<file path="config.mk">
export PLATFORM = sky130hd
export DESIGN_NAME = escalonador_pedidos_flat
export DESIGN_NICKNAME = d
export VERILOG_FILES = /design/src/rtl/escalonador_pedidos_if.sv /design/src/rtl/escalonador_pedidos.sv /design/src/flat_wrapper.sv
export SDC_FILE = /design/constraint.sdc
export NUM_CORES = 1
export LEC_CHECK = 0
export CAP_MARGIN = 25
export CORE_UTILIZATION = 40
export CTS_BUF_LIST = sky130_fd_sc_hd__clkbuf_2 sky130_fd_sc_hd__clkbuf_4 sky130_fd_sc_hd__clkbuf_8
export CTS_CLUSTER_DIAMETER = 200
export DETAILED_ROUTE_END_ITERATION = 6
export DONT_BUFFER_PORTS = 1
export SLEW_MARGIN = 20
export SYNTH_ARGS = -nofsm -noshare
export SYNTH_HDL_FRONTEND = slang
export SYNTH_SLANG_ARGS = --single-unit
</file>
<file path="constraint.sdc">
create_clock -name clk -period 1.8 [get_ports clk]
set_input_delay 0.54 -clock clk [delete_from_list [all_inputs] [get_ports clk]]
set_output_delay 0.54 -clock clk [all_outputs]
set_load 0.02 [all_outputs]
</file>
<file path="src/rtl/escalonador_pedidos_if.sv">
`default_nettype none
// ============================================================================
// Module      : escalonador_pedidos_if
// Description : Bundle of order-panel and coffee-machine signals around the
//               round-robin order scheduler.
//               slave  modport : scheduler view (drives grant/done/start...)
//               master modport : panels + machine view (drives req/state)
// Ports       : req[N_REQ], grant[N_REQ], done, done_id, busy,
//               machine_start, machine_state[4], cup_count[CNT_W], error
// Revision    : 1.0 - initial release
// ============================================================================
interface escalonador_pedidos_if #(
    parameter int N_REQ = 4,
    parameter int CNT_W = 8,
    parameter int ID_W  = $clog2(N_REQ)
);
    logic [N_REQ-1:0] req;
    logic [N_REQ-1:0] grant;
    logic             done;
    logic [ID_W-1:0]  done_id;
    logic             busy;
    logic             machine_start;
    logic [3:0]       machine_state;
    logic [CNT_W-1:0] cup_count;
    logic             error;

    modport slave (
        input  req, machine_state,
        output grant, done, done_id, busy, machine_start, cup_count, error
    );

    modport master (
        output req, machine_state,
        input  grant, done, done_id, busy, machine_start, cup_count, error
    );
endinterface
`default_nettype wire

</file>
<file path="src/rtl/escalonador_pedidos.sv">
`default_nettype none
// ============================================================================
// Module      : escalonador_pedidos
// Description : Round-robin order scheduler sharing one coffee machine among
//               N_REQ order panels. Grants one panel, pulses the machine
//               start, follows the machine state code until extraction, then
//               reports completion and a saturating cup count.
// Ports       : clk, rst (async, active high)
//               bus (escalonador_pedidos_if.slave): req in, machine_state in,
//               grant/done/done_id/busy/machine_start/cup_count/error out
// Options     : ESCALONADOR_WATCHDOG_EN - abort a stalled brew after TIMEOUT
//               cycles and raise a sticky error flag.
// Revision    : 1.0 - initial release
// ============================================================================
module escalonador_pedidos #(
    parameter int N_REQ   = 4,
    parameter int CNT_W   = 8,
    parameter int TIMEOUT = 64
) (
    input  wire logic               clk,
    input  wire logic               rst,
    escalonador_pedidos_if.slave    bus
);
    localparam int ID_W = $clog2(N_REQ);

    localparam logic [3:0] C_MS_LIGAR    = 4'd2;
    localparam logic [3:0] C_MS_EXTRACAO = 4'd9;

    typedef enum logic [1:0] {
        S_IDLE   = 2'd0,
        S_START  = 2'd1,
        S_RUN    = 2'd2,
        S_FINISH = 2'd3
    } state_t;

    state_t           state_q, state_d;
    logic [ID_W-1:0]  ptr_q, ptr_d;
    logic [ID_W-1:0]  id_q, id_d;
    logic [N_REQ-1:0] grant_q, grant_d;
    logic             start_q, start_d;
    logic             done_q, done_d;
    logic [CNT_W-1:0] cup_q, cup_d;

    logic             w_found;
    logic [ID_W-1:0]  w_winner;
    logic [ID_W-1:0]  w_ptr_next;

    // First requester at or after ptr, wrapping modulo N_REQ.
    always_comb begin
        w_found  = 1'b0;
        w_winner = '0;
        for (int k = 0; k < N_REQ; k++) begin
            if (!w_found && bus.req[(int'(ptr_q) + k) % N_REQ]) begin
                w_found  = 1'b1;
                w_winner = ID_W'((int'(ptr_q) + k) % N_REQ);
            end
        end
    end

    // The served requester becomes the lowest priority for the next round.
    assign w_ptr_next = (id_q == ID_W'(N_REQ - 1)) ? '0 : id_q + 1'b1;

`ifdef ESCALONADOR_WATCHDOG_EN
    localparam int WD_W = $clog2(TIMEOUT + 1);
    logic [WD_W-1:0] wd_q, wd_d;
    logic            error_q, error_d;
`endif

    always_comb begin
        state_d = state_q;
        ptr_d   = ptr_q;
        id_d    = id_q;
        grant_d = grant_q;
        start_d = start_q;
        done_d  = 1'b0;
        cup_d   = cup_q;
`ifdef ESCALONADOR_WATCHDOG_EN
        wd_d    = wd_q;
        error_d = error_q;
`endif
        case (state_q)
            S_IDLE: begin
                if (w_found) begin
                    grant_d = N_REQ'(1) << w_winner;
                    id_d    = w_winner;
                    start_d = 1'b1;
                    state_d = S_START;
`ifdef ESCALONADOR_WATCHDOG_EN
                    wd_d    = '0;
`endif
                end
            end
            S_START: begin
                if (bus.machine_state == C_MS_LIGAR) begin
                    start_d = 1'b0;
                    state_d = S_RUN;
                end
            end
            S_RUN: begin
                // Count and done are updated on entry so they show up
                // together with the FINISH-cycle done pulse.
                if (bus.machine_state == C_MS_EXTRACAO) begin
                    state_d = S_FINISH;
                    done_d  = 1'b1;
                    ptr_d   = w_ptr_next;
                    if (cup_q != {CNT_W{1'b1}}) begin
                        cup_d = cup_q + 1'b1;
                    end
                end
            end
            S_FINISH: begin
                grant_d = '0;
                state_d = S_IDLE;
            end
            default: begin
                state_d = S_IDLE;
            end
        endcase
`ifdef ESCALONADOR_WATCHDOG_EN
        // Stalled brew: abandon it without a done pulse or cup increment.
        if (state_q == S_START || state_q == S_RUN) begin
            wd_d = wd_q + 1'b1;
            if (wd_q == WD_W'(TIMEOUT)) begin
                state_d = S_IDLE;
                grant_d = '0;
                start_d = 1'b0;
                done_d  = 1'b0;
                cup_d   = cup_q;
                error_d = 1'b1;
                ptr_d   = w_ptr_next;
                wd_d    = '0;
            end
        end
`endif
    end

    always_ff @(posedge clk or posedge rst) begin
        if (rst) begin
            state_q <= S_IDLE;
            ptr_q   <= '0;
            id_q    <= '0;
            grant_q <= '0;
            start_q <= 1'b0;
            done_q  <= 1'b0;
            cup_q   <= '0;
        end else begin
            state_q <= state_d;
            ptr_q   <= ptr_d;
            id_q    <= id_d;
            grant_q <= grant_d;
            start_q <= start_d;
            done_q  <= done_d;
            cup_q   <= cup_d;
        end
    end

`ifdef ESCALONADOR_WATCHDOG_EN
    always_ff @(posedge clk or posedge rst) begin
        if (rst) begin
            wd_q    <= '0;
            error_q <= 1'b0;
        end else begin
            wd_q    <= wd_d;
            error_q <= error_d;
        end
    end
    assign bus.error = error_q;
`else
    assign bus.error = 1'b0;
`endif

    assign bus.grant         = grant_q;
    assign bus.done          = done_q;
    assign bus.done_id       = id_q;
    assign bus.busy          = (state_q != S_IDLE);
    assign bus.machine_start = start_q;
    assign bus.cup_count     = cup_q;

endmodule
`default_nettype wire
</file>
<file path="src/flat_wrapper.sv">
// flat-port wrapper written by rule: the top's interface ports become plain ports
module escalonador_pedidos_flat 
#(
    parameter int N_REQ   = 4,
    parameter int CNT_W   = 8,
    parameter int TIMEOUT = 64
)
  (clk, rst, bus_req, bus_machine_state, bus_grant, bus_done, bus_done_id, bus_busy, bus_machine_start, bus_cup_count, bus_error);
  escalonador_pedidos_if #(.N_REQ(N_REQ), .CNT_W(CNT_W)) bus_i ();
  input  wire logic clk;
  input  wire logic rst;
  input wire logic [$bits(bus_i.req)-1:0] bus_req;
  input wire logic [$bits(bus_i.machine_state)-1:0] bus_machine_state;
  output wire logic [$bits(bus_i.grant)-1:0] bus_grant;
  output wire logic [$bits(bus_i.done)-1:0] bus_done;
  output wire logic [$bits(bus_i.done_id)-1:0] bus_done_id;
  output wire logic [$bits(bus_i.busy)-1:0] bus_busy;
  output wire logic [$bits(bus_i.machine_start)-1:0] bus_machine_start;
  output wire logic [$bits(bus_i.cup_count)-1:0] bus_cup_count;
  output wire logic [$bits(bus_i.error)-1:0] bus_error;
  assign bus_i.req = bus_req;
  assign bus_i.machine_state = bus_machine_state;
  assign bus_grant = bus_i.grant;
  assign bus_done = bus_i.done;
  assign bus_done_id = bus_i.done_id;
  assign bus_busy = bus_i.busy;
  assign bus_machine_start = bus_i.machine_start;
  assign bus_cup_count = bus_i.cup_count;
  assign bus_error = bus_i.error;
  escalonador_pedidos #(.N_REQ(N_REQ), .CNT_W(CNT_W), .TIMEOUT(TIMEOUT)) u_core (.clk(clk), .rst(rst), .bus(bus_i));
endmodule
</file>
==> impl_metrics.tcl, run 1 <==
set metrics [dict create \
    die_y_um 55.4 \
    crit_fanout 4 \
    power.net_switching_uw 702 \
    synth_ff_type "dfrtp_1" \
    min_path_type "in2async" \
    row_count 19 \
    p_comb_share_pct 41.2 \
    cts_hold_buffers 0 \
    power_switching_share_pct 41.1 \
    internal_power_mw 1.01 \
    core-area_mm2 0.00273 \
    power.share.sequential_pct 47.1 \
    cts_tree "done" \
    n_antenna_cell 0 \
    ios 28 \
    wl_per_cell_um 14.2 \
    cts_root_buf "clkbuf_4" \
    clk_latency_ps 280 \
    drtPass1Iterations 4 \
    grt_use_total_pct 16.8 \
    ys_ff_latch 20 \
    die-area_mm2 0.00307 \
    antenna_found_initial 0 \
    cap_violations 0 \
    syn_area_per_cell_um2 9.76 \
    finalMaxSlewViolations 0 \
    worstPathArrival_ps 1190 \
    post-route-drc-count 0 \
    seq_area_frac_synth_pct 43.8 \
    met2_usage_pct 28.2 \
    design_power_total_mw 1.71 \
    grt_pass1_wl_mm 4.11 \
    dp_slack_ps 112 \
    portBuffers 0 \
    start_util_pct 41.8 \
    grt_max_degree 21 \
    ant_nets 0 \
    fin_hold_ws_ps 159 \
    clkPwrFrac_pct 11.7 \
    powerDensity_mw_per_mm2 1320 \
    grt-busiest-layer "met2" \
    numCtsBuffers 3 \
    fin_nets 151 \
    async_flop_share_pct 100 \
    crit_path_cell_trace "inv_2 > ha_1 > inv_1 > buf_4" \
    hold_viol 0 \
    cp-start-kind "flip-flop" \
    die_x_um 55.4 \
    postRouteWirelength_mm 2.32 \
    overflow 0 \
    grt_use_met1_pct 20.6 \
    cts_sinks 20 \
    max_freq_mhz 580 \
    synth.area.top_cells "dfrtp_1 44%, ha_1 7.7%, nand2_1 4.9%" \
    syn_nets 134 \
    setup.worst_path.end_class "primary output" \
    syn_area_mm2 0.00114 \
    dr_total_vias 913 \
    drive_gt1_share_pct 17.4 \
    slowest_delay_ps 420 \
    synth.top_cell.area_share_pct 43.8 \
    synth_top_cell_by_area "dfrtp_1" \
    worstSetupPathType "reg2out" \
    crit_required_ps 1260 \
    fin_util_pct 47.3 \
    layout_min_cycle_time_ps 1730 \
    drt_iter0_drc 34 \
    synthDistinctLibCells 38 \
    cts_max_path_buffers 2 \
    synth_edf_count 0 \
    critical_path.slowest_cell "dfrtp_1" \
    area_delta_synth_final_pct 13.3 \
    p_leak_nw 0.655 \
    viasPerCell 5.60 \
    fin_ws_ps 74.8 \
    finalWeightedCongestion 0.773 \
    cts_max_level 1 \
    path_clk_slew_ps 110 \
    finalCritPeriodShare_pct 95.8 \
    syn_inst 117 \
    ir_drop_uv 847 \
    setup_violations 0 \
    grt_pass1_vias 944 \
    ys.warnings.count 0 \
    finalClockSkew_ps 5.07 \
    dpl.hpwl_mm 1.84 \
    grtUsageMet3_pct 3.98 \
    status "finished clean" \
]
## what timing repair did
| action | in CTS | in global routing |
|---|---|---|
| gates resized for setup | 0 | 1 |
| buffers inserted | 0 | 2 |
| endpoints found under the setup margin | 0 | 1 |
## registers in the layout, summed over array words and instances, names as in the netlist
signal                    count
u_core.bus.done_id            2
u_core.bus.grant              4
u_core.bus.cup_count          8
u_core.bus.machine_start      1
u_core.state_q                2
u_core.ptr_q                  2
u_core.bus.done               1
## final cells by class
type	instances	area, µm²
inverter	10	37.5
sequential	20	500
clock buffer	3	22.5
tap	31	38.8
fill	244	1440
multi-input combinational	86	597
timing repair buffer	13	97.6
## Yosys cell counts, types with 2 or more instances
| master | number |
|---|---|
| a31oi_1 | 2 |
| o21ai_1 | 3 |
| and3_1 | 4 |
| inv_1 | 9 |
| nand3_1 | 2 |
| or3_1 | 2 |
| a311oi_1 | 2 |
| nand2b_1 | 3 |
| o31ai_1 | 2 |
| dfrtp_1 | 20 |
| nor2_1 | 6 |
| nor3_1 | 3 |
| o21ai_0 | 4 |
| a21oi_1 | 8 |
| mux2i_1 | 3 |
| nand2_1 | 15 |
| mux2_1 | 2 |
| ha_1 | 7 |
## through the flow
stage / TNS [ps] / instances / area, µm²
floorplan: 0 / 117 / 1140
global placement: 0 / 158 / 1260
detailed placement: 0 / 158 / 1260
CTS: 0 / 161 / 1280
global route: -5.33 / 163 / 1290
finish: 0 / 163 / 1290
## final timing paths
kind	from	to	slack, ps	depth (start not counted)
setup / recovery	u_core.state_q[1]	bus_busy	70	4
setup reg to reg	u_core.state_q[1]	u_core.bus.grant[2]	250	6
hold reg to reg	u_core.ptr_q[0]	u_core.ptr_q[0]	560	2
min in group clk	u_core.ptr_q[0]	u_core.ptr_q[0]	560	2
hold / removal	rst	u_core.bus.done	160	2
max in group asynchronous	rst	u_core.bus.cup_count[1]	1430	2
## cells by family (layout without fill, tap and decap cells)
| group | Yosys count | in the layout | share of synthesized area [%] |
|---|---|---|---|
| simple gates | 44 | 44 | 21.8 |
| compound gates | 26 | 26 | 15.0 |
| flops | 20 | 20 | 43.8 |
| buf+inv | 11 | 26 | 3.94 |
| fa+ha+maj | 7 | 7 | 7.67 |
| mux | 6 | 6 | 5.91 |
| xor+xnor | 2 | 2 | 1.53 |
| other cells | 1 | 1 | 0.328 |
## power by group through the flow
stage,Combinational (mW),Clock (mW),Sequential (mW)
after floorplan,0.504,0,0.790
after global placement,0.640,0,0.814
after detailed placement,0.665,0,0.824
after CTS,0.671,0.206,0.815
after global routing,0.809,0.219,0.828
final,0.704,0.199,0.805
## layer usage
layer / vias to the layer above / share of wire, %
met5: - / 0
met4: 0 / 1.4
met3: 4 / 5.8
met2: 26 / 50
met1: 438 / 43
li1: 445 / -
## layout by cell type (no fill, tap or decap), types with 2 or more instances in the layout
cell type and n:
a21oi_1 8, a311oi_1 2, a31oi_1 2, and3_1 4
buf_4 13, clkbuf_4 3, dfrtp_1 20, ha_1 7
inv_1 8, inv_2 2, mux2_1 2, mux2i_1 3
nand2_1 15, nand2b_1 3, nand3_1 2, nor2_1 6
nor3_1 3, o21ai_0 4, o21ai_1 3, o31ai_1 2
or3_1 2
## critical path, delay by kind of cell (launching register included)
kind                     cells  cell delay (ps)
adder cells (fa/ha/maj)      1              200
flip-flops                   1              420
buffers and inverters        3              290
No activity file was read; power rests on OpenSTA's default activity.
==> run 2: changes to the inputs <==
--- a/config.mk
+++ b/config.mk
@@ -11,6 +11,7 @@
 export CTS_CLUSTER_DIAMETER = 200
 export DETAILED_ROUTE_END_ITERATION = 6
 export DONT_BUFFER_PORTS = 1
+export REMOVE_ABC_BUFFERS = 1
 export SLEW_MARGIN = 20
 export SYNTH_ARGS = -nofsm -noshare
 export SYNTH_HDL_FRONTEND = slang
==> run 2 against run 1 <==
Against the previous run:
- clock skew fell by 3.8 ps
- worst hold slack got worse by 15 ps
- wire length fell by 4.2%
- critical path depth did not move
- final cell count rose by 1.2%
- sequential share of layout area fell by 0.70 points
- sequential power barely moved
- clock power rose by 28%
- worst setup slack improved by 13 ps
- non-clock buffer count rose by 1
==> impl_metrics.tcl, run 2 (synthesized netlist as in run 1, its figures left out) <==
set metrics [dict create \
    status "finished clean" \
    met2_usage_pct 26.9 \
    grtUsageMet3_pct 2.81 \
    clk_latency_ps 290 \
    viasPerCell 5.40 \
    cts_tree "done" \
    post-place-cells 158 \
    hold_viol 0 \
    internal_power_mw 1.07 \
    cp-start-kind "flip-flop" \
    clkPwrFrac_pct 14.3 \
    r2r_end "u_core.bus.grant[3]" \
    cts_max_level 1 \
    die_y_um 55.4 \
    row_count 19 \
    layout_min_cycle_time_ps 1710 \
    grt_use_met1_pct 20.7 \
    cts_root_buf "clkbuf_4" \
    drt_iter0_drc 24 \
    finalClockSkew_ps 1.30 \
    finalMaxSlewViolations 0 \
    setup_violations 0 \
    r2r-start "u_core.state_q[0]" \
    die_x_um 55.4 \
    power.share.sequential_pct 45.3 \
    layout_commonest_cell "dfrtp_1" \
    numCtsBuffers 3 \
    finalCritPeriodShare_pct 95.1 \
    crit_required_ps 1260 \
    grt-busiest-layer "met2" \
    drtPass1Iterations 4 \
    antenna_found_initial 0 \
    postRouteWirelength_mm 2.22 \
    p_comb_share_pct 40.5 \
    die-area_mm2 0.00307 \
    max_freq_mhz 584 \
    worstSetupPathType "reg2out" \
    power_switching_share_pct 40.2 \
    core-area_mm2 0.00273 \
    overflow 0 \
    ios 28 \
    ant_nets 0 \
    start_util_pct 41.8 \
    crit_fanout 3 \
    fin_util_pct 48.2 \
    fin_nets 152 \
    power.net_switching_uw 715 \
    dpl.hpwl_mm 1.75 \
    layout_common_cells "20 x dfrtp_1, 15 x nand2_1, 14 x buf_4, 8 x a21oi_1, 7 x inv_1" \
    design_power_total_mw 1.78 \
    cap_violations 0 \
    post-route-drc-count 0 \
    ff2ff_path_depth 5 \
    grt_max_degree 21 \
    worstPathArrival_ps 1170 \
    p_leak_nw 0.665 \
    path_clk_slew_ps 110 \
    dr_total_vias 891 \
    cts_max_path_buffers 2 \
    area_delta_synth_final_pct 15.3 \
    grt_pass1_vias 883 \
    grt_pass1_wl_mm 3.94 \
    fin_setup_tns_ps 0 \
    portBuffers 0 \
    wl_per_cell_um 13.5 \
    drive_gt1_share_pct 20.1 \
    grt_use_total_pct 16.0 \
    powerDensity_mw_per_mm2 1350 \
    largest_reg_flops 8 \
    n_antenna_cell 0 \
    setup.worst_path.end_class "primary output" \
    reg2reg_slack_ps 240 \
    min_path_type "in2async" \
    finalWeightedCongestion 0.767 \
    finalNonFillerCells 165 \
    cts_sinks 20 \
    ir_drop_uv 719 \
    fin_hold_ws_ps 144 \
    crit_start "u_core.state_q[0]" \
]
==> run 2: worst max-delay path: stages (launching register included) <==
cell     delay, ps
dfrtp_1        420
inv_2           80
ha_2           170
inv_1           60
buf_4          150
==> run 2: metrics by stage <==
stage          setup slack [ps]  instance area, µm²
2_1_floorplan               118                1130
3_5_place_dp                104                1260
6_report                   87.5                1320
4_1_cts                    12.3                1290
5_1_grt                  -0.998                1320
3_3_place_gp                126                1260
==> run 2: layout make-up <==
class	instances	area, µm²
multi-input combinational	86	599
sequential	20	500
inverter	10	37.5
tap	31	38.8
clock buffer	4	36.3
timing repair buffer	14	105
fill	271	1420
==> run 2: how the worst max path moves through the flow <==
stage | to | slack, ps | cells after the start
after floorplan | u_core.bus.grant[2] | 120 | 6
after global placement | u_core.bus.cup_count[7] | 130 | 4
after detailed placement | u_core.bus.cup_count[7] | 100 | 4
after CTS | bus_busy | 10 | 4
after global routing | bus_busy | -1 | 4
final | bus_busy | 90 | 4
==> run 2: what timing repair did <==
action,CTS,global route
resized for setup,0,3
setup buffers,0,3
hold buffers,0,0
setup endpoints to repair,0,1
==> run 2: power groups by stage <==
stage	logic [mW]	clock network, mW	registers, mW
3_5_place_dp	0.661	0	0.821
5_1_grt	0.811	0.291	0.825
4_1_cts	0.666	0.268	0.812
2_1_floorplan	0.502	0	0.790
3_3_place_gp	0.641	0	0.814
6_report	0.721	0.254	0.806
==> run 2: routing by layer <==
layer | part of all wire [%] | routed length, µm | up-vias
li1 | - | - | 446
met1 | 47 | 1050 | 426
met2 | 48 | 1070 | 17
met3 | 3.9 | 86 | 2
met4 | 0.68 | 15 | 0
met5 | 0 | 0 | -
==> run 3: changes to the inputs <==
--- a/config.mk
+++ b/config.mk
@@ -11,6 +11,7 @@
 export CTS_CLUSTER_DIAMETER = 200
 export DETAILED_ROUTE_END_ITERATION = 6
 export DONT_BUFFER_PORTS = 1
+export HOLD_SLACK_MARGIN = 0.06
 export REMOVE_ABC_BUFFERS = 1
 export SLEW_MARGIN = 20
 export SYNTH_ARGS = -nofsm -noshare
==> constraint.sdc (replaced) <==
create_clock -name clk -period 1.5 [get_ports clk]
set_input_delay 0.45 -clock clk [delete_from_list [all_inputs] [get_ports clk]]
set_output_delay 0.45 -clock clk [all_outputs]
set_load 0.02 [all_outputs]
==> run 3 against run 2 <==
Against the previous run:
- the flow now finishes with violations (negative setup slack)
- cell area increased by 17%
- global-route usage is 1.3 points higher
- clock skew hardly changed
- wire length grew 17%
- count of clock-buffer cells in the layout unchanged
- flip-flop and latch count did not move
- largest power group is now combinational cells
==> impl_metrics.tcl, run 3 (synthesized netlist as in run 1, its figures left out) <==
set metrics [dict create \
    setup_violations 4 \
    fin_nets 166 \
    grt_pass1_wl_mm 4.17 \
    design_power_total_mw 2.55 \
    ant_nets 0 \
    hold_viol 0 \
    drt_iter0_drc 51 \
    rsz0062_at_grt "yes" \
    row_count 19 \
    die_x_um 55.4 \
    start_util_pct 41.8 \
    die-area_mm2 0.00307 \
    largest_reg_flops 8 \
    cap_violations 0 \
    finalWeightedCongestion 0.777 \
    core-area_mm2 0.00273 \
    cts_root_buf "clkbuf_4" \
    grt_use_total_pct 17.3 \
    n_antenna_cell 0 \
    drive_gt1_share_pct 36.5 \
    dp_slack_ps -58.8 \
    ios 28 \
    layout_min_cycle_time_ps 1560 \
    dpl.hpwl_mm 1.80 \
    layout_commonest_cell "buf_4" \
    postRouteWirelength_mm 2.59 \
    area_delta_synth_final_pct 35.5 \
    min_path_type "in2reg" \
    crit_required_ps 1050 \
    violations "negative setup slack" \
    wl_per_cell_um 14.5 \
    path_clk_slew_ps 120 \
    portBuffers 0 \
    grt_pass1_vias 941 \
    setup.worst_path.end_class "primary output" \
    layout_common_cells "25 x buf_4, 20 x dfrtp_1, 14 x nand2_1, 8 x a21oi_1" \
    powerDensity_mw_per_mm2 1650 \
    max_freq_mhz 640 \
    status "finished with violations" \
    finalCritPeriodShare_pct 104 \
    finalMaxSlewViolations 0 \
    regArea_um2 500 \
    fin_ws_ps -62.7 \
    dr_total_vias 951 \
    crit_fanout 3 \
    worstSetupPathType "reg2out" \
    cts_tree "done" \
    antenna_found_initial 0 \
    cp-start-kind "flip-flop" \
    drtPass1Iterations 4 \
    finalClockSkew_ps 1.73 \
    multi_input_area_um2 714 \
    numCtsBuffers 3 \
    viasPerCell 5.31 \
    clk_latency_ps 300 \
    cts_sinks 20 \
    cts_max_path_buffers 2 \
    ir_drop_uv 1160 \
    worstPathArrival_ps 1110 \
    n_fill_cell 231 \
    fin_util_pct 56.6 \
    die_y_um 55.4 \
    overflow 0 \
    p_leak_nw 0.779 \
    grt_max_degree 21 \
    post-route-drc-count 0 \
    cts_max_level 1 \
]
-- run 3: changes by cell type in the layout (fill, tap and decap cells not counted), sizes merged --
cell	before	now
dlygate4sd3	0	1
buf	14	27
-- run 3: layout make-up --
cell class / instances / area share (%)
Clock buffer: 4 / 2.34
Tap cell: 31 / 2.51
Inverter: 10 / 2.43
Timing Repair Buffer: 28 / 14.2
Multi-Input combinational cell: 86 / 46.2
Sequential cell: 20 / 32.3
-- run 3: power breakdown --
group	switching, mW	total (mW)	internal, mW
clock	0.171	0.319	0.148
combinational	0.621	1.30	0.682
sequential	0.230	0.924	0.694
total	1.02	2.55	1.52
-- run 3: final timing paths --
path	from	end	slack (ps)	cells after the start
min in group asynchronous	rst	u_core.state_q[0]	600	3
min	bus_req[3]	u_core.bus.grant[0]	450	4
min reg2reg	u_core.bus.cup_count[0]	u_core.bus.cup_count[0]	540	1
max	u_core.state_q[0]	bus_busy	-60	4
max reg2reg	u_core.state_q[0]	u_core.state_q[1]	-60	6
max in group asynchronous	rst	u_core.bus.cup_count[7]	690	3
-- run 3: timing repair --
item | CTS | global route
hold buffers | 1 | 0
gates resized for setup | 14 | 13
setup buffers | 6 | 2
pin swaps | 3 | 3
setup endpoints to repair | 7 | 12
hold endpoints to repair | 20 | 0
-- run 3: per-layer routing --
metal  global-route usage [%]  share of wire, %  up-vias
li1                         -                 -      480
met1                     19.8                44      450
met2                     31.0                51       19
met3                     5.85               3.7        2
met4                     3.93              0.70        0
met5                        0                 0        -
-- run 3: metrics by stage --
step	std cells	TNS, ps	cell area [µm²]	hold slack (ps)
after floorplan	116	-383	1130	414
after global routing	179	-503	1550	439
after detailed placement	166	-296	1320	391
after global placement	166	-102	1320	387
final	179	-176	1550	446
after CTS	177	-174	1470	461
-- run 3: critical path, cell delays in order (launching register included) --
cell and delay, ps:
dfrtp_1 410, inv_2 100, ha_4 140, inv_2 40
buf_6 120
